===== config.mk =====
export PLATFORM = sky130hd
export DESIGN_NAME = milestone3_dequant_writer
export DESIGN_NICKNAME = d
export VERILOG_FILES = /design/src/rtl/milestone3_dequant_writer.sv
export SDC_FILE = /design/constraint.sdc
export NUM_CORES = 1
export LEC_CHECK = 0
export CAP_MARGIN = 20
export CORE_MARGIN = 4
export CORE_UTILIZATION = 30
export CTS_CLUSTER_DIAMETER = 150
export DETAILED_ROUTE_END_ITERATION = 7
export GPL_TIMING_DRIVEN = 0
export PLACE_DENSITY = 0.52
export REMOVE_ABC_BUFFERS = 1
export SLEW_MARGIN = 20
export SYNTH_ARGS = -nofsm -noshare
export SYNTH_HDL_FRONTEND = slang
export SYNTH_SLANG_ARGS = --single-unit

===== constraint.sdc =====
create_clock -name Clock -period 3.45 [get_ports Clock]
set_input_delay 0.69 -clock Clock [delete_from_list [all_inputs] [get_ports Clock]]
set_output_delay 0.69 -clock Clock [all_outputs]
set_load 0.01 [all_outputs]

===== src/rtl/milestone3_dequant_writer.sv =====
// Dequantizes zig-zag ordered coefficients and writes them de-zig-zagged into the pre-IDCT
// SRAM region, walking Y, then U, then V blocks. Optional macro: DEQ_SATURATE_EN (saturating dequant).
module milestone3_dequant_writer #(
   parameter logic [17:0] PRE_IDCT_BASE = 18'd76800,
   parameter logic [17:0] Y_STRIDE      = 18'd320,
   parameter logic [17:0] UV_STRIDE     = 18'd160,
   // frame geometry in 8x8 blocks
   parameter int unsigned Y_BLK_COLS    = 40,
   parameter int unsigned UV_BLK_COLS   = 20,
   parameter int unsigned BLK_ROWS      = 30
) (
   input  logic        Clock,
   input  logic        Reset,
   input  logic        Enable,
   input  logic        Q_select,
   input  logic        coeff_valid,
   input  logic [15:0] coeff_data,
   output logic        coeff_ready,
   output logic [17:0] SRAM_address,
   output logic [15:0] SRAM_write_data,
   output logic        SRAM_we_n,
   output logic        Done
);

   typedef enum logic [1:0] {S_IDLE, S_RUN, S_FLUSH, S_DONE} state_t;

   localparam logic [1:0] SEG_Y = 2'd0;
   localparam logic [1:0] SEG_U = 2'd1;
   localparam logic [1:0] SEG_V = 2'd2;

   localparam logic [5:0] Y_COL_LAST  = 6'(Y_BLK_COLS - 1);
   localparam logic [5:0] UV_COL_LAST = 6'(UV_BLK_COLS - 1);
   localparam logic [4:0] ROW_LAST    = 5'(BLK_ROWS - 1);

   localparam logic [17:0] U_BASE = PRE_IDCT_BASE + 18'd76800;
   localparam logic [17:0] V_BASE = PRE_IDCT_BASE + 18'd115200;

   // Standard JPEG zig-zag: index k -> natural position r*8+c
   function automatic logic [5:0] zz_pos(input logic [5:0] k);
      logic [5:0] p;
      case (k)
         6'd0:  p = 6'd0;   6'd1:  p = 6'd1;   6'd2:  p = 6'd8;   6'd3:  p = 6'd16;
         6'd4:  p = 6'd9;   6'd5:  p = 6'd2;   6'd6:  p = 6'd3;   6'd7:  p = 6'd10;
         6'd8:  p = 6'd17;  6'd9:  p = 6'd24;  6'd10: p = 6'd32;  6'd11: p = 6'd25;
         6'd12: p = 6'd18;  6'd13: p = 6'd11;  6'd14: p = 6'd4;   6'd15: p = 6'd5;
         6'd16: p = 6'd12;  6'd17: p = 6'd19;  6'd18: p = 6'd26;  6'd19: p = 6'd33;
         6'd20: p = 6'd40;  6'd21: p = 6'd48;  6'd22: p = 6'd41;  6'd23: p = 6'd34;
         6'd24: p = 6'd27;  6'd25: p = 6'd20;  6'd26: p = 6'd13;  6'd27: p = 6'd6;
         6'd28: p = 6'd7;   6'd29: p = 6'd14;  6'd30: p = 6'd21;  6'd31: p = 6'd28;
         6'd32: p = 6'd35;  6'd33: p = 6'd42;  6'd34: p = 6'd49;  6'd35: p = 6'd56;
         6'd36: p = 6'd57;  6'd37: p = 6'd50;  6'd38: p = 6'd43;  6'd39: p = 6'd36;
         6'd40: p = 6'd29;  6'd41: p = 6'd22;  6'd42: p = 6'd15;  6'd43: p = 6'd23;
         6'd44: p = 6'd30;  6'd45: p = 6'd37;  6'd46: p = 6'd44;  6'd47: p = 6'd51;
         6'd48: p = 6'd58;  6'd49: p = 6'd59;  6'd50: p = 6'd52;  6'd51: p = 6'd45;
         6'd52: p = 6'd38;  6'd53: p = 6'd31;  6'd54: p = 6'd39;  6'd55: p = 6'd46;
         6'd56: p = 6'd53;  6'd57: p = 6'd60;  6'd58: p = 6'd61;  6'd59: p = 6'd54;
         6'd60: p = 6'd47;  6'd61: p = 6'd55;  6'd62: p = 6'd62;  6'd63: p = 6'd63;
         default: p = 6'd63;
      endcase
      return p;
   endfunction

   // Shift amount indexed by diagonal r+c for the selected quant matrix
   function automatic logic [2:0] deq_shift(input logic q, input logic [3:0] diag);
      logic [2:0] s;
      if (!q) begin
         case (diag)
            4'd0:        s = 3'd3;
            4'd1:        s = 3'd2;
            4'd2:        s = 3'd3;
            4'd3:        s = 3'd4;
            4'd4, 4'd5:  s = 3'd5;
            default:     s = 3'd6;
         endcase
      end else begin
         case (diag)
            4'd0:              s = 3'd3;
            4'd1, 4'd2, 4'd3:  s = 3'd1;
            4'd4, 4'd5:        s = 3'd2;
            4'd6, 4'd7:        s = 3'd3;
            4'd8, 4'd9, 4'd10: s = 3'd4;
            default:           s = 3'd5;
         endcase
      end
      return s;
   endfunction

   function automatic logic [15:0] dequant(input logic [15:0] d, input logic [2:0] s);
      logic [15:0] res;
`ifdef DEQ_SATURATE_EN
      logic signed [22:0] wide;
      wide = $signed({{7{d[15]}}, d}) <<< s;
      if (wide > 23'sd32767) begin
         res = 16'h7FFF;
      end else if (wide < -23'sd32768) begin
         res = 16'h8000;
      end else begin
         res = wide[15:0];
      end
`else
      res = d << s;
`endif
      return res;
   endfunction

   state_t      state_r, next_state_s;
   logic        q_sel_r;
   logic [5:0]  k_r;
   logic [5:0]  blk_col_r;
   logic [4:0]  blk_row_r;
   logic [1:0]  seg_r;
   logic        ready_r;
   logic        done_r;
   logic [17:0] addr_r;
   logic [15:0] data_r;
   logic        we_n_r;

   logic        xfer_s;
   logic        k_last_s, col_last_s, row_last_s, seg_last_s, last_coeff_s;
   logic [5:0]  col_limit_s;
   logic [5:0]  pos_s;
   logic [2:0]  r_s, c_s;
   logic [3:0]  diag_s;
   logic [7:0]  pix_row_s;
   logic [8:0]  pix_col_s;
   logic [17:0] seg_base_s, stride_off_s, addr_s;
   logic [15:0] deq_s;

   assign xfer_s       = coeff_valid & ready_r;
   assign col_limit_s  = (seg_r == SEG_Y) ? Y_COL_LAST : UV_COL_LAST;
   assign k_last_s     = (k_r == 6'd63);
   assign col_last_s   = (blk_col_r == col_limit_s);
   assign row_last_s   = (blk_row_r == ROW_LAST);
   assign seg_last_s   = (seg_r == SEG_V);
   assign last_coeff_s = k_last_s & col_last_s & row_last_s & seg_last_s;

   assign pos_s     = zz_pos(k_r);
   assign r_s       = pos_s[5:3];
   assign c_s       = pos_s[2:0];
   assign diag_s    = {1'b0, r_s} + {1'b0, c_s};
   assign pix_row_s = {blk_row_r, r_s};
   assign pix_col_s = {blk_col_r, c_s};
   assign deq_s     = dequant(coeff_data, deq_shift(q_sel_r, diag_s));

   // Segment base and row offset for the current write
   always_comb begin
      seg_base_s   = PRE_IDCT_BASE;
      stride_off_s = 18'(pix_row_s) * Y_STRIDE;
      case (seg_r)
         SEG_Y: begin
            seg_base_s   = PRE_IDCT_BASE;
            stride_off_s = 18'(pix_row_s) * Y_STRIDE;
         end
         SEG_U: begin
            seg_base_s   = U_BASE;
            stride_off_s = 18'(pix_row_s) * UV_STRIDE;
         end
         SEG_V: begin
            seg_base_s   = V_BASE;
            stride_off_s = 18'(pix_row_s) * UV_STRIDE;
         end
         default: begin
            seg_base_s   = PRE_IDCT_BASE;
            stride_off_s = 18'(pix_row_s) * Y_STRIDE;
         end
      endcase
   end

   assign addr_s = seg_base_s + stride_off_s + 18'(pix_col_s);

   // Next-state logic
   always_comb begin
      next_state_s = state_r;
      case (state_r)
         S_IDLE: begin
            if (Enable) next_state_s = S_RUN;
            else        next_state_s = S_IDLE;
         end
         S_RUN: begin
            if (xfer_s && last_coeff_s) next_state_s = S_FLUSH;
            else                        next_state_s = S_RUN;
         end
         S_FLUSH: next_state_s = S_DONE;
         S_DONE:  next_state_s = S_IDLE;
         default: next_state_s = S_IDLE;
      endcase
   end

   // State register
   always_ff @(posedge Clock) begin
      if (Reset) state_r <= S_IDLE;
      else       state_r <= next_state_s;
   end

   // Handshake and completion flags, registered from the next state
   always_ff @(posedge Clock) begin
      if (Reset) begin
         ready_r <= 1'b0;
         done_r  <= 1'b0;
      end else begin
         ready_r <= (next_state_s == S_RUN);
         done_r  <= (next_state_s == S_DONE);
      end
   end

   // Frame position counters: k within block, then block column, row, segment
   always_ff @(posedge Clock) begin
      if (Reset) begin
         q_sel_r   <= 1'b0;
         k_r       <= 6'd0;
         blk_col_r <= 6'd0;
         blk_row_r <= 5'd0;
         seg_r     <= SEG_Y;
      end else if ((state_r == S_IDLE) && Enable) begin
         q_sel_r   <= Q_select;
         k_r       <= 6'd0;
         blk_col_r <= 6'd0;
         blk_row_r <= 5'd0;
         seg_r     <= SEG_Y;
      end else if (xfer_s) begin
         k_r <= k_r + 6'd1;
         if (k_last_s) begin
            if (col_last_s) begin
               blk_col_r <= 6'd0;
               if (row_last_s) begin
                  blk_row_r <= 5'd0;
                  if (seg_last_s) seg_r <= SEG_Y;
                  else            seg_r <= seg_r + 2'd1;
               end else begin
                  blk_row_r <= blk_row_r + 5'd1;
               end
            end else begin
               blk_col_r <= blk_col_r + 6'd1;
            end
         end
      end
   end

   // Single write pipeline stage; a reset drops any pending write
   always_ff @(posedge Clock) begin
      if (Reset) begin
         addr_r <= 18'd0;
         data_r <= 16'd0;
         we_n_r <= 1'b1;
      end else if (xfer_s) begin
         addr_r <= addr_s;
         data_r <= deq_s;
         we_n_r <= 1'b0;
      end else begin
         we_n_r <= 1'b1;
      end
   end

   assign coeff_ready     = ready_r;
   assign SRAM_address    = addr_r;
   assign SRAM_write_data = data_r;
   assign SRAM_we_n       = we_n_r;
   assign Done            = done_r;

endmodule


Word-level counts from Yosys, hierarchy flattened
Memories as Yosys holds them, arrays and structs flattened. A register that Yosys moved wholly into a read port is not among the register bits.
Index checks and enable logic that the tools add are counted.
{"block": "classes", "addsub": 7, "n_mul": 2, "div": 0, "n_lt_le_gt_ge": 0, "eq_ne": 15, "shifts": 1, "mux": 14, "n_bitwise": 4, "n_reduce_logical": 12}
{"cell": "$pmux 18 s2", "n": 1}
{"cell": "$mux 6", "n": 4}
{"cell": "$mul 8x3->11 const B", "n": 2}
{"cell": "$add 18x18->18", "n": 1}
{"cell": "$add 18x9->18", "n": 1}
{"cell": "$mux 17", "n": 1}
{"cell": "$shl 16x3->16", "n": 1}
{"cell": "$add 6x1->6 const B", "n": 2}
{"cell": "$pmux 3 s4", "n": 1}
{"cell": "$eq 2x2->1 const B", "n": 4}
{"cell": "$eq 4x2->1 const B", "n": 2}
{"cell": "$eq 4x3->1 const B", "n": 2}
{"cell": "$pmux 2 s4", "n": 1}
{"cell": "$reduce_or 2->1", "n": 4}
{"cell": "$eq 2x1->1 const B", "n": 3}
{"cell": "$eq 6x6->1", "n": 1}
{"cell": "$eq 6x6->1 const B", "n": 1}
{"cell": "$add 5x1->5 const B", "n": 1}
{"cell": "$eq 5x5->1 const B", "n": 1}
{"cell": "$mux 5", "n": 1}
{"cell": "$add 3x3->4", "n": 1}
{"cell": "$and 1x1->1", "n": 4}
{"cell": "$eq 4x1->1 const B", "n": 1}
{"cell": "$logic_not 2->1", "n": 2}
{"cell": "other kinds (9)", "n": 12}
{"block": "word_totals", "reg_bits": 59, "latch_bits": 0, "ram_bits": 0, "rom_bits": 432, "elab_cells": 68, "n_memories": 2}
{"name": "(no name shown)", "depth": 64, "word_bits": 6, "read_ports": 1, "rd_ports_with_merged_regs": 1, "write_ports": 0, "line": "41", "source": "case (k)"}
{"name": "(no name shown)", "depth": 16, "word_bits": 3, "read_ports": 1, "rd_ports_with_merged_regs": 0, "write_ports": 0, "line": "76", "source": "case (diag)"}

Logic depth before layout (Yosys ltp)
Gate-level depths: netlist (run 1).
{"block": "logic_depth", "depth_word": 10, "mapped_depth": 15, "mapped_depth_nobuf": 15}

Least setup slack after synthesis (run 1)
OpenSTA, ideal clock, no wires.
{"block": "synth_path", "kind": "register to register", "start": "reg blk_row_r[0]", "end": "reg addr_r[16], in the netlist SRAM_address[16]", "t_arrival_ps": 3385, "required_time_ps": 3333, "slack_ps": -52, "path_stages_with_launch": 16, "path_buffers": 0, "period_less_slack_ps": 3502, "cell_sequence": "dfxtp_1 ha_1 ha_1 fa_1 a21o_1 a21oi_1 o21ai_0 a21oi_1 xnor2_1 mux2_2 ha_1 and3_1 o31ai_1 a21boi_0 or3_1 a32o_1"}
{"block": "synth_between", "elab_chain_len": 4, "elab_cells_between_ends": 5}
{"item": "start: declaration", "line": "110", "source": "logic [4:0] blk_row_r;"}
{"item": "start signal: assignment", "line": "230", "source": "blk_row_r <= blk_row_r + 5'd1;"}
{"item": "$mul 8x3->11"}
{"item": "$mux 17 (*)"}
{"item": "$add 18x18->18 (*)", "line": "169", "source": "assign addr_s = seg_base_s + stride_off_s + 18'(pix_col_s);"}
{"item": "$add 18x9->18 (*)", "line": "169"}
{"item": "end signal: assignment", "line": "246", "source": "addr_r <= addr_s;"}
{"item": "end: declaration", "line": "114", "source": "logic [17:0] addr_r;"}
Mark *: on every way between the ends. The rest lies on a longest branch, timed or not.
A chain may end at the register's enable or synchronous reset.

Final worst setup path (run 1)
{"block": "layout_path", "start": "reg blk_row_r[1]", "end": "reg addr_r[16], in the netlist SRAM_address[16]"}
The elaborated chain is that of the path after synthesis.

==> results of run 1 <==
## power groups by stage
stage | sequential (mW) | combinational (mW) | clock (mW)
after detailed placement | 0.796 | 0.186 | 0
final | 0.778 | 0.193 | 0.915
after global routing | 0.780 | 0.211 | 0.984
after global placement | 0.795 | 0.185 | 0
after CTS | 0.780 | 0.191 | 0.947
after floorplan | 0.800 | 0.0875 | 0
## state kept, by name, summed over array words and instances (netlist names)
signal	cells
Done	1
k_r	6
SRAM_write_data	16
seg_r	2
blk_row_r	5
q_sel_r	1
pos_s	6
SRAM_address	18
blk_col_r	6
SRAM_we_n	1
state_r	2
coeff_ready	1
## routing by layer
layer  vias to the layer above  routed length [um]  GRT usage  part of all wire
met4                         0                 208     0.0514             0.016
li1                       2114                   -          -                 -
met2                       109                6030      0.239              0.47
met5                         -                   0          0                 0
met3                        15                 655     0.0312             0.051
met1                      1998                6060      0.195              0.47
## worst min-delay path by stage
| stage | from | end |
|---|---|---|
| after floorplan | pos_s[0] | SRAM_address[0] |
| after global placement | SRAM_address[15] | SRAM_address[15] |
| after detailed placement | SRAM_write_data[0] | SRAM_write_data[0] |
| after global routing | SRAM_address[13] | SRAM_address[13] |
| after CTS | SRAM_address[1] | SRAM_address[1] |
| final | SRAM_address[15] | SRAM_address[15] |
## final cells by class
type / instances / area (um2) / area share
sequential: 65 / 1310 / 0.224
clock inverter: 5 / 55.1 / 0.00940
tap: 188 / 235 / 0.0402
clock buffer: 11 / 243 / 0.0414
multi-input combinational: 445 / 3320 / 0.567
timing repair buffer: 63 / 611 / 0.104
inverter: 21 / 78.8 / 0.0135
## worst max-delay path: stages (launching register included)
cell and delay, ns:
dfxtp_2 0.35, ha_1 0.35, fa_2 0.41, a21o_1 0.20, a21oi_2 0.14, o21ai_1 0.08, a21oi_1 0.18, xnor2_1 0.10
mux2_4 0.28, ha_4 0.22, and3_4 0.17, o31ai_2 0.06, a21boi_1 0.11, or3_1 0.31, a32o_1 0.25
## Yosys cell counts, types with 2 or more instances
| cell type | number |
|---|---|
| a2111oi_0 | 2 |
| o21bai_1 | 2 |
| a21o_1 | 6 |
| dfxtp_1 | 65 |
| xnor2_1 | 17 |
| nor2_1 | 54 |
| a32oi_1 | 4 |
| o31ai_1 | 3 |
| clkbuf_1 | 13 |
| xor2_1 | 14 |
| nand2_1 | 68 |
| o21a_1 | 3 |
| o21ai_1 | 2 |
| a32o_1 | 2 |
| nand3_1 | 15 |
| ha_1 | 43 |
| o211ai_1 | 17 |
| mux2_2 | 15 |
| mux4_2 | 4 |
| and4_1 | 3 |
| o2bb2ai_1 | 2 |
| nor3_1 | 7 |
| a21boi_0 | 3 |
| nand4_1 | 6 |
| o22ai_1 | 3 |
| a211o_1 | 4 |
| inv_1 | 21 |
| buf_6 | 2 |
| nand2b_1 | 5 |
| nor2b_1 | 5 |
| or3_1 | 3 |
| a22oi_1 | 5 |
| a311oi_1 | 3 |
| fa_1 | 3 |
| buf_2 | 6 |
| a21oi_1 | 36 |
| and2_1 | 6 |
| o31a_1 | 2 |
| o21ai_0 | 26 |
| mux2i_1 | 15 |
| a31oi_1 | 4 |
| and3_1 | 2 |
| a211oi_1 | 11 |
| buf_1 | 3 |
## logic make-up after synthesis
kind of cell | count (synthesis) | share of synthesized area
flip-flops | 65 | 0.280
XOR/XNOR | 32 | 0.0618
adder cells (fa/ha/maj) | 46 | 0.129
AO/OA/AOI/OAI | 150 | 0.219
buffers and inverters | 45 | 0.0411
multiplexers | 34 | 0.0879
AND/OR/NAND/NOR | 183 | 0.182
## per-stage QoR
step           hold WS (ns)  instance area, um2  TNS [ns]  std cells
2_1_floorplan         0.430                4540   -0.0521        531
3_3_place_gp          0.438                5350     -7.24        776
3_5_place_dp          0.445                5360     -6.58        776
4_1_cts               0.462                5730         0        793
5_1_grt               0.480                5860    -0.136        798
6_report              0.455                5860         0        798
## repair_timing
item                       4_1_cts  5_1_grt
cloned                           0        0
setup endpoints to repair       12       12
setup buffers                    1        5
pin swaps                        4        8
resized for setup               19       17
==> run metrics, run 1 <==
Switching Fraction 0.241; initial antenna violation count 0; Combinational Power Share 0.102; Total GRT Usage 0.147; PD cells 322 nW/um2; crit-path max FO 6; Syn Area/Cell 8.38 um2; critical path endpoint category register; clock sink count 65; full die area 17,600 um2; critical path startpoint blk_row_r[1]; # hold bufs at CTS 0; Tmin final 3.32 ns; CTS Buf Count 9; clock share of power 0.485; RSZ-0062 raised after global routing true; residual DRC count 0; Tightest Pin Transition 1.13 ns; Critical Path End SRAM_address[16]; leading cell type in the layout, fill and taps excluded nand2_1; Ports 58; Critical Path Start Type register; Synth area leader dfxtp_1; Max Slew Vio Count 0; Final setup viols 0; worst r2r path cells 14; reg-to-reg startpoint blk_row_r[1]; Layout area overhead 25.9%; largest net degree at the start of global routing 30; setup ws final 0.127 ns; Iteration-0 DRC Markers 120; synthesized instance count 555; remaining antenna violation count after routing 0; Max-slew headroom 0.241; reg-to-reg endpoint SRAM_address[16]; core area 15,200 um2; Unique masters post-synth 64; initial core utilization 0.306; Leak 2.26 nW; Worst Skew 0.00547 ns; Async S/R FF share, synth 0; peak supply drop 275 uV; final hold violation count 0; Remaining Overflow, GRT 0; Final Wtd Congestion 0.850; final cell utilization of the core 0.385; vias per cell 5.31; first-pass detailed-route iteration total 4; Arrival @ worst endpoint 3.56 ns; Seq pwr share 0.413; Post-Syn Area 4650 um2; H-Tree Depth 3; wire length per cell 16.2 um; filler instances 1,564; total number of vias 4,236; Detailed Place HPWL 9.80 mm; first-pass GRT wire length 21.2 mm; internal power 1.43 mW; pre-CTS WS -1.21 ns; Setup CP Type register to register; die height 133 um; Tcrit/Tclk final 0.963; Skew-Pair Late Insertion Delay 0.34 ns; Site Rows 45; root buf cell clkbuf_16; # nets final 672; hold path cells 2; Hold WC Path Type register to register; area share of the largest cell type after synthesis 0.280; IO Port Bufs 57; CTS tree yes; Worst Path Required 3.68 ns; share of cells above drive strength 1 0.123; outcome completed; top cells by area, synth dfxtp_1 (28%), ha_1 (12%), nand2_1 (5.5%); WL final 13.0 mm; most frequent cells in the layout nand2_1 (67), dfxtp_1 (61), clkdlybuf4s50_1 (56); #FFs+latches synth 65; sw power 0.455 mW; max-cap violations 0; Post-synth EDFFs 0; number of global-route vias before repair 4,120; reg2reg setup slack 0.13 ns; Die X 133 um; synth warn 0; Seq/Total Area, Yosys 0.280; CTS Buffer Depth 2; Power Total 1.89 mW; top_reg_cell synth dfxtp_1; f_max 301 MHz; antenna cells 0; clock transition at the registers of the reported paths 0.06 ns
No activity file was read; power rests on OpenSTA's default activity.
==> inputs of run 2 (changes only) <==
--- a/config.mk
+++ b/config.mk
@@ -11,6 +11,7 @@
 export CTS_CLUSTER_DIAMETER = 150
 export DETAILED_ROUTE_END_ITERATION = 7
 export GPL_TIMING_DRIVEN = 0
+export MAX_ROUTING_LAYER = met4
 export PLACE_DENSITY = 0.52
 export REMOVE_ABC_BUFFERS = 1
 export SLEW_MARGIN = 20
==> run 2 against run 1 <==
Against the previous run: sequential share of layout area fell by 0.46 points; the run now ends with negative setup slack left; critical path depth rose by 1; maximum frequency decreased by 4.3%; utilization grew 0.85 points; routed wire length up 0.30%; count of clock-buffer cells in the layout up 3; via count about the same; clock power grew 9.0%; global-route usage increased by 0.64 points; die area stayed put; largest power group unchanged; sequential power barely moved; non-clock buffer count rose by 7; highest routed layer unchanged.
==> run metrics, run 2 (same netlist as run 1, synthesis figures left out) <==
root buf cell clkbuf_16; reg-to-reg endpoint SRAM_address[16]; Layout area overhead 28.7%; Finished Layout Cells 805; Max-slew headroom 0.336; Tcrit/Tclk final 1.01; CTS tree yes; Seq pwr share 0.396; largest net degree at the start of global routing 30; Worst Path Required 3.68 ns; sw power 0.439 mW; most frequent cells in the layout nand2_1 (67), dfxtp_1 (60), clkdlybuf4s50_1 (56); Leak 2.31 nW; Critical Path Start Type register; Die X 133 um; # nets final 679; CP cell instances ha_4 > ha_4 > fa_2 > a21o_1 > a21oi_2 > o21ai_1 > a21oi_1 > xnor2_1 > mux2_4 > ha_4 > and3_4 > o31ai_4 > a21boi_2 > or3_1 > a32o_1; Total GRT Usage 0.154; worst r2r path cells 15; Switching Fraction 0.223; WL final 13.0 mm; clock transition at the registers of the reported paths 0.05 ns; Setup CP Type register to register; reg-to-reg startpoint pos_s[4]; Ports 58; hold path cells 2; Final Wtd Congestion 0.868; die height 133 um; peak supply drop 233 uV; outcome finished, violations left; Largest stage delay, worst path 0.40 ns; remaining antenna violation count after routing 0; final cell utilization of the core 0.394; f_max 288 MHz; Power Total 1.97 mW; Detailed Place HPWL 9.64 mm; Site Rows 45; antenna cells 0; CTS Buf Count 9; max-cap violations 0; final hold violation count 0; Slowest-stage cell, CP fa_2; setup ws final -0.0206 ns; Skew-Pair Late Insertion Delay 0.34 ns; reg2reg setup slack -0.02 ns; Hold WC Path Type register to register; clock sink count 65; number of global-route vias before repair 4,152; Max Slew Vio Count 0; max reg flops 18; Tightest Pin Transition 0.992 ns; RSZ-0062 raised after global routing true; first-pass detailed-route iteration total 5; crit-path max FO 4; Remaining Overflow, GRT 0; # hold bufs at CTS 0; failing checks negative setup slack; Setup TNS -0.0206 ns; Iteration-0 DRC Markers 211; critical path startpoint pos_s[4]; initial core utilization 0.306; IO Port Bufs 57; residual DRC count 0; hold endpoint SRAM_address[6]; first-pass GRT wire length 21.3 mm; full die area 17,600 um2; vias per cell 5.26; Tmin final 3.47 ns; initial antenna violation count 0; core area 15,200 um2; Worst Min Path Start SRAM_address[6]; DP Area 5360 um2; leading cell type in the layout, fill and taps excluded nand2_1; PD cells 329 nW/um2; CTS Buffer Depth 2; share of cells above drive strength 1 0.139; design area 5990 um2; Worst Skew 0.00803 ns; Combinational Power Share 0.098; H-Tree Depth 3; internal power 1.53 mW; most numerous cell on the critical path ha_4; DP Cell Count 776; clock share of power 0.506; Arrival @ worst endpoint 3.70 ns; filler instances 1,535; wire length per cell 16.1 um; critical path endpoint category register; total number of vias 4,235; Final setup viols 1
[run 2: cell types whose count changed in the layout (fill, tap and decap cells not counted), moves of 2 or more]
| cell | change |
|---|---|
| ha_1 | -2 |
| clkbuf_1 | +2 |
| buf_4 | +7 |
| clkinvlp_4 | -2 |
| clkinv_2 | -2 |
| a21oi_2 | -2 |
[run 2: layout make-up]
| cell class | instances | area (um2) | share of cell area |
|---|---|---|---|
| Clock inverter | 2 | 60.1 | 0.0100 |
| Tap cell | 188 | 235 | 0.0393 |
| Sequential cell | 65 | 1310 | 0.219 |
| Inverter | 21 | 78.8 | 0.0132 |
| Multi-Input combinational cell | 445 | 3370 | 0.563 |
| Timing Repair Buffer | 70 | 663 | 0.111 |
| Clock buffer | 14 | 264 | 0.0441 |
[run 2: through the flow]
stage          setup slack [ns]  hold WS [ns]
2_1_floorplan           -0.0521         0.430
3_3_place_gp              -1.21         0.437
3_5_place_dp              -1.12         0.450
4_1_cts                  0.0106         0.458
5_1_grt                  -0.207         0.480
6_report                -0.0206         0.452
[run 2: how the worst max path moves through the flow]
stage,cells past startpoint,end
detailed placement,11,pos_s[1]
global route,15,SRAM_address[16]
finish,15,SRAM_address[16]
floorplan,15,SRAM_address[16]
global placement,10,pos_s[1]
CTS,15,SRAM_address[16]
[run 2: what timing repair did]
action	in CTS	in global routing
setup buffers	0	13
pin swaps	3	17
endpoints found under the setup margin	12	12
resized for setup	22	22
[run 2: worst max-delay path, delay by kind of cell, from the launching register on]
| kind | cells | cell delay (ns) |
|---|---|---|
| XOR/XNOR | 1 | 0.10 |
| AO/OA/AOI/OAI | 7 | 1.02 |
| multiplexers | 1 | 0.28 |
| adder cells (fa/ha/maj) | 4 | 1.05 |
| AND/OR/NAND/NOR | 2 | 0.55 |
| flip-flops | 1 | 0.36 |
[run 2: per-layer routing]
metal | track usage | up-vias | wire length [um]
li1 | - | 2136 | -
met1 | 0.195 | 1990 | 6150
met2 | 0.241 | 100 | 6120
met3 | 0.0361 | 9 | 579
met4 | 0.0525 | 0 | 144
met5 | - | - | 0
[run 2: power groups by stage]
stage	registers (mW)	logic, mW	clock network (mW)
finish	0.779	0.193	0.997
global route	0.780	0.212	1.07
CTS	0.779	0.189	1.04
detailed placement	0.796	0.184	0
global placement	0.795	0.185	0
floorplan	0.800	0.0875	0
==> inputs of run 3 (changes only) <==
--- a/config.mk
+++ b/config.mk
@@ -6,13 +6,15 @@
 export NUM_CORES = 1
 export LEC_CHECK = 0
 export CAP_MARGIN = 20
+export CELL_PAD_IN_SITES_DETAIL_PLACEMENT = 2
+export CELL_PAD_IN_SITES_GLOBAL_PLACEMENT = 2
 export CORE_MARGIN = 4
 export CORE_UTILIZATION = 30
 export CTS_CLUSTER_DIAMETER = 150
 export DETAILED_ROUTE_END_ITERATION = 7
 export GPL_TIMING_DRIVEN = 0
 export MAX_ROUTING_LAYER = met4
-export PLACE_DENSITY = 0.52
+export PLACE_DENSITY = 0.78
 export REMOVE_ABC_BUFFERS = 1
 export SLEW_MARGIN = 20
 export SYNTH_ARGS = -nofsm -noshare
==> run 3 against run 2 <==
Against the previous run: the run now ends clean; first-iteration DRC count fell by 9.5%; count of clock-buffer cells in the layout shrank 4; sequential cell count unchanged; maximum frequency increased by 0.61%; critical path depth decreased by 4; combinational power increased by 4%; non-clock buffer count decreased by 1; sequential power hardly changed.
==> run metrics, run 3 (same netlist as run 1, synthesis figures left out) <==
outcome completed; largest net degree at the start of global routing 30; max reg flops 18; Hold WS 0.463 ns; # hold bufs at CTS 0; Final setup viols 0; most frequent cells in the layout nand2_1 (68), dfxtp_1 (61), clkdlybuf4s50_1 (56); CP bufs+invs 2; core area 15,200 um2; Max Slew Vio Count 0; Site Rows 45; PD cells 329 nW/um2; f_max 290 MHz; Largest stage delay, worst path 0.52 ns; Skew-Pair Late Insertion Delay 0.34 ns; Arrival @ worst endpoint 3.65 ns; Detailed Place HPWL 11.7 mm; Tmin final 3.45 ns; share of cells above drive strength 1 0.130; critical path endpoint category register; full die area 17,600 um2; number of global-route vias before repair 4,873; Slowest-stage cell, CP clkdlybuf4s50_1; Total GRT Usage 0.184; Tcrit/Tclk final 1.00; wire length per cell 19.4 um; Hold WC Path Type register to register; RSZ-0062 raised after global routing true; IO Port Bufs 57; Critical Path Start Type primary input; DP Area 5360 um2; total number of vias 4,404; clock sink count 65; Worst Skew 0.00518 ns; root buf cell clkbuf_16; Remaining Overflow, GRT 0; Power Total 1.95 mW; leading cell type in the layout, fill and taps excluded nand2_1; CP cell instances clkdlybuf4s50_1 > nor3b_2 > or2_2 > nor2_4 > inv_1 > ha_1 > nand2_1 > nand2_1 > mux4_2 > o21ai_0 > a31oi_1; DP Cell Count 776; die height 133 um; Worst Path Required 3.65 ns; antenna cells 0; Max-slew headroom 0.302; CTS Buf Count 9; WL final 15.6 mm; first-pass GRT wire length 25.6 mm; first-pass detailed-route iteration total 4; vias per cell 5.48; Tightest Pin Transition 1.04 ns; Iteration-0 DRC Markers 191; Layout area overhead 27.6%; Leak 2.31 nW; CTS tree yes; peak supply drop 247 uV; # nets final 678; max-cap violations 0; crit-path max FO 14; design area 5940 um2; residual DRC count 0; clock transition at the registers of the reported paths 0.06 ns; initial antenna violation count 0; CTS Buffer Depth 2; initial core utilization 0.306; remaining antenna violation count after routing 0; final cell utilization of the core 0.391; Final Wtd Congestion 0.880; final hold violation count 0; H-Tree Depth 3; family with the most delay on the worst path simple AND/OR/NAND/NOR gates; Die X 133 um; Finished Layout Cells 804; Setup CP Type primary input to register; Ports 58; most numerous cell on the critical path nand2_1
## run 3: cell types whose count changed in the layout (fill, tap and decap cells not counted), sizes merged
cell / before / now
clkdlybuf4s15: 0 / 1
buf: 14 / 12
clkinv: 0 / 3
clkbuf: 14 / 10
clkinvlp: 0 / 1
## run 3: tightest hold or removal path, delay by kind of cell, from the launching register on
kind,cells,cell delay [ns]
AOI/OAI and AO/OA,1,0.05
DFF,1,0.31
and+or+nand+nor,1,0.05
## run 3: worst paths after layout
kind,start,cells after the start,slack (ns),endpoint
worst max-delay path,Enable,11,0.0004,pos_s[1]
worst min-delay path,SRAM_address[12],2,0.46,SRAM_address[12]
worst max register to register,blk_row_r[1],14,0.03,SRAM_address[16]
worst min register to register,SRAM_address[12],2,0.46,SRAM_address[12]
## run 3: cell type report
type	count	area (um2)
Multi-Input combinational cell	445	3330
Inverter	21	78.8
Sequential cell	65	1310
Tap cell	188	235
Fill cell	1693	9260
Clock inverter	6	82.6
Timing Repair Buffer	69	674
Clock buffer	10	229
## run 3: layer usage
layer	track usage	up-vias	share of wire
met1	0.212	2202	0.45
met4	0.0491	0	0.013
met2	0.330	76	0.51
li1	-	2114	-
met5	-	-	0
met3	0.0327	12	0.031
## run 3: power breakdown
part	leakage, nW	switching, mW	total [mW]	internal, mW
sequential	0.529	0.0135	0.781	0.767
combinational	1.63	0.109	0.201	0.0920
clock	0.152	0.342	0.970	0.628
## run 3: timing repair
action	4_1_cts	5_1_grt
resized for setup	32	5
endpoints found under the setup margin	20	11
pin swaps	9	4
setup buffers	1	11
## run 3: stage by stage
stage / setup slack [ns] / setup TNS [ns]
3_3_place_gp: -1.19 / -6.94
5_1_grt: -0.120 / -0.402
6_report: 0.000413 / 0
4_1_cts: 0.0151 / 0
2_1_floorplan: -0.0521 / -0.0521
3_5_place_dp: -1.28 / -7.69
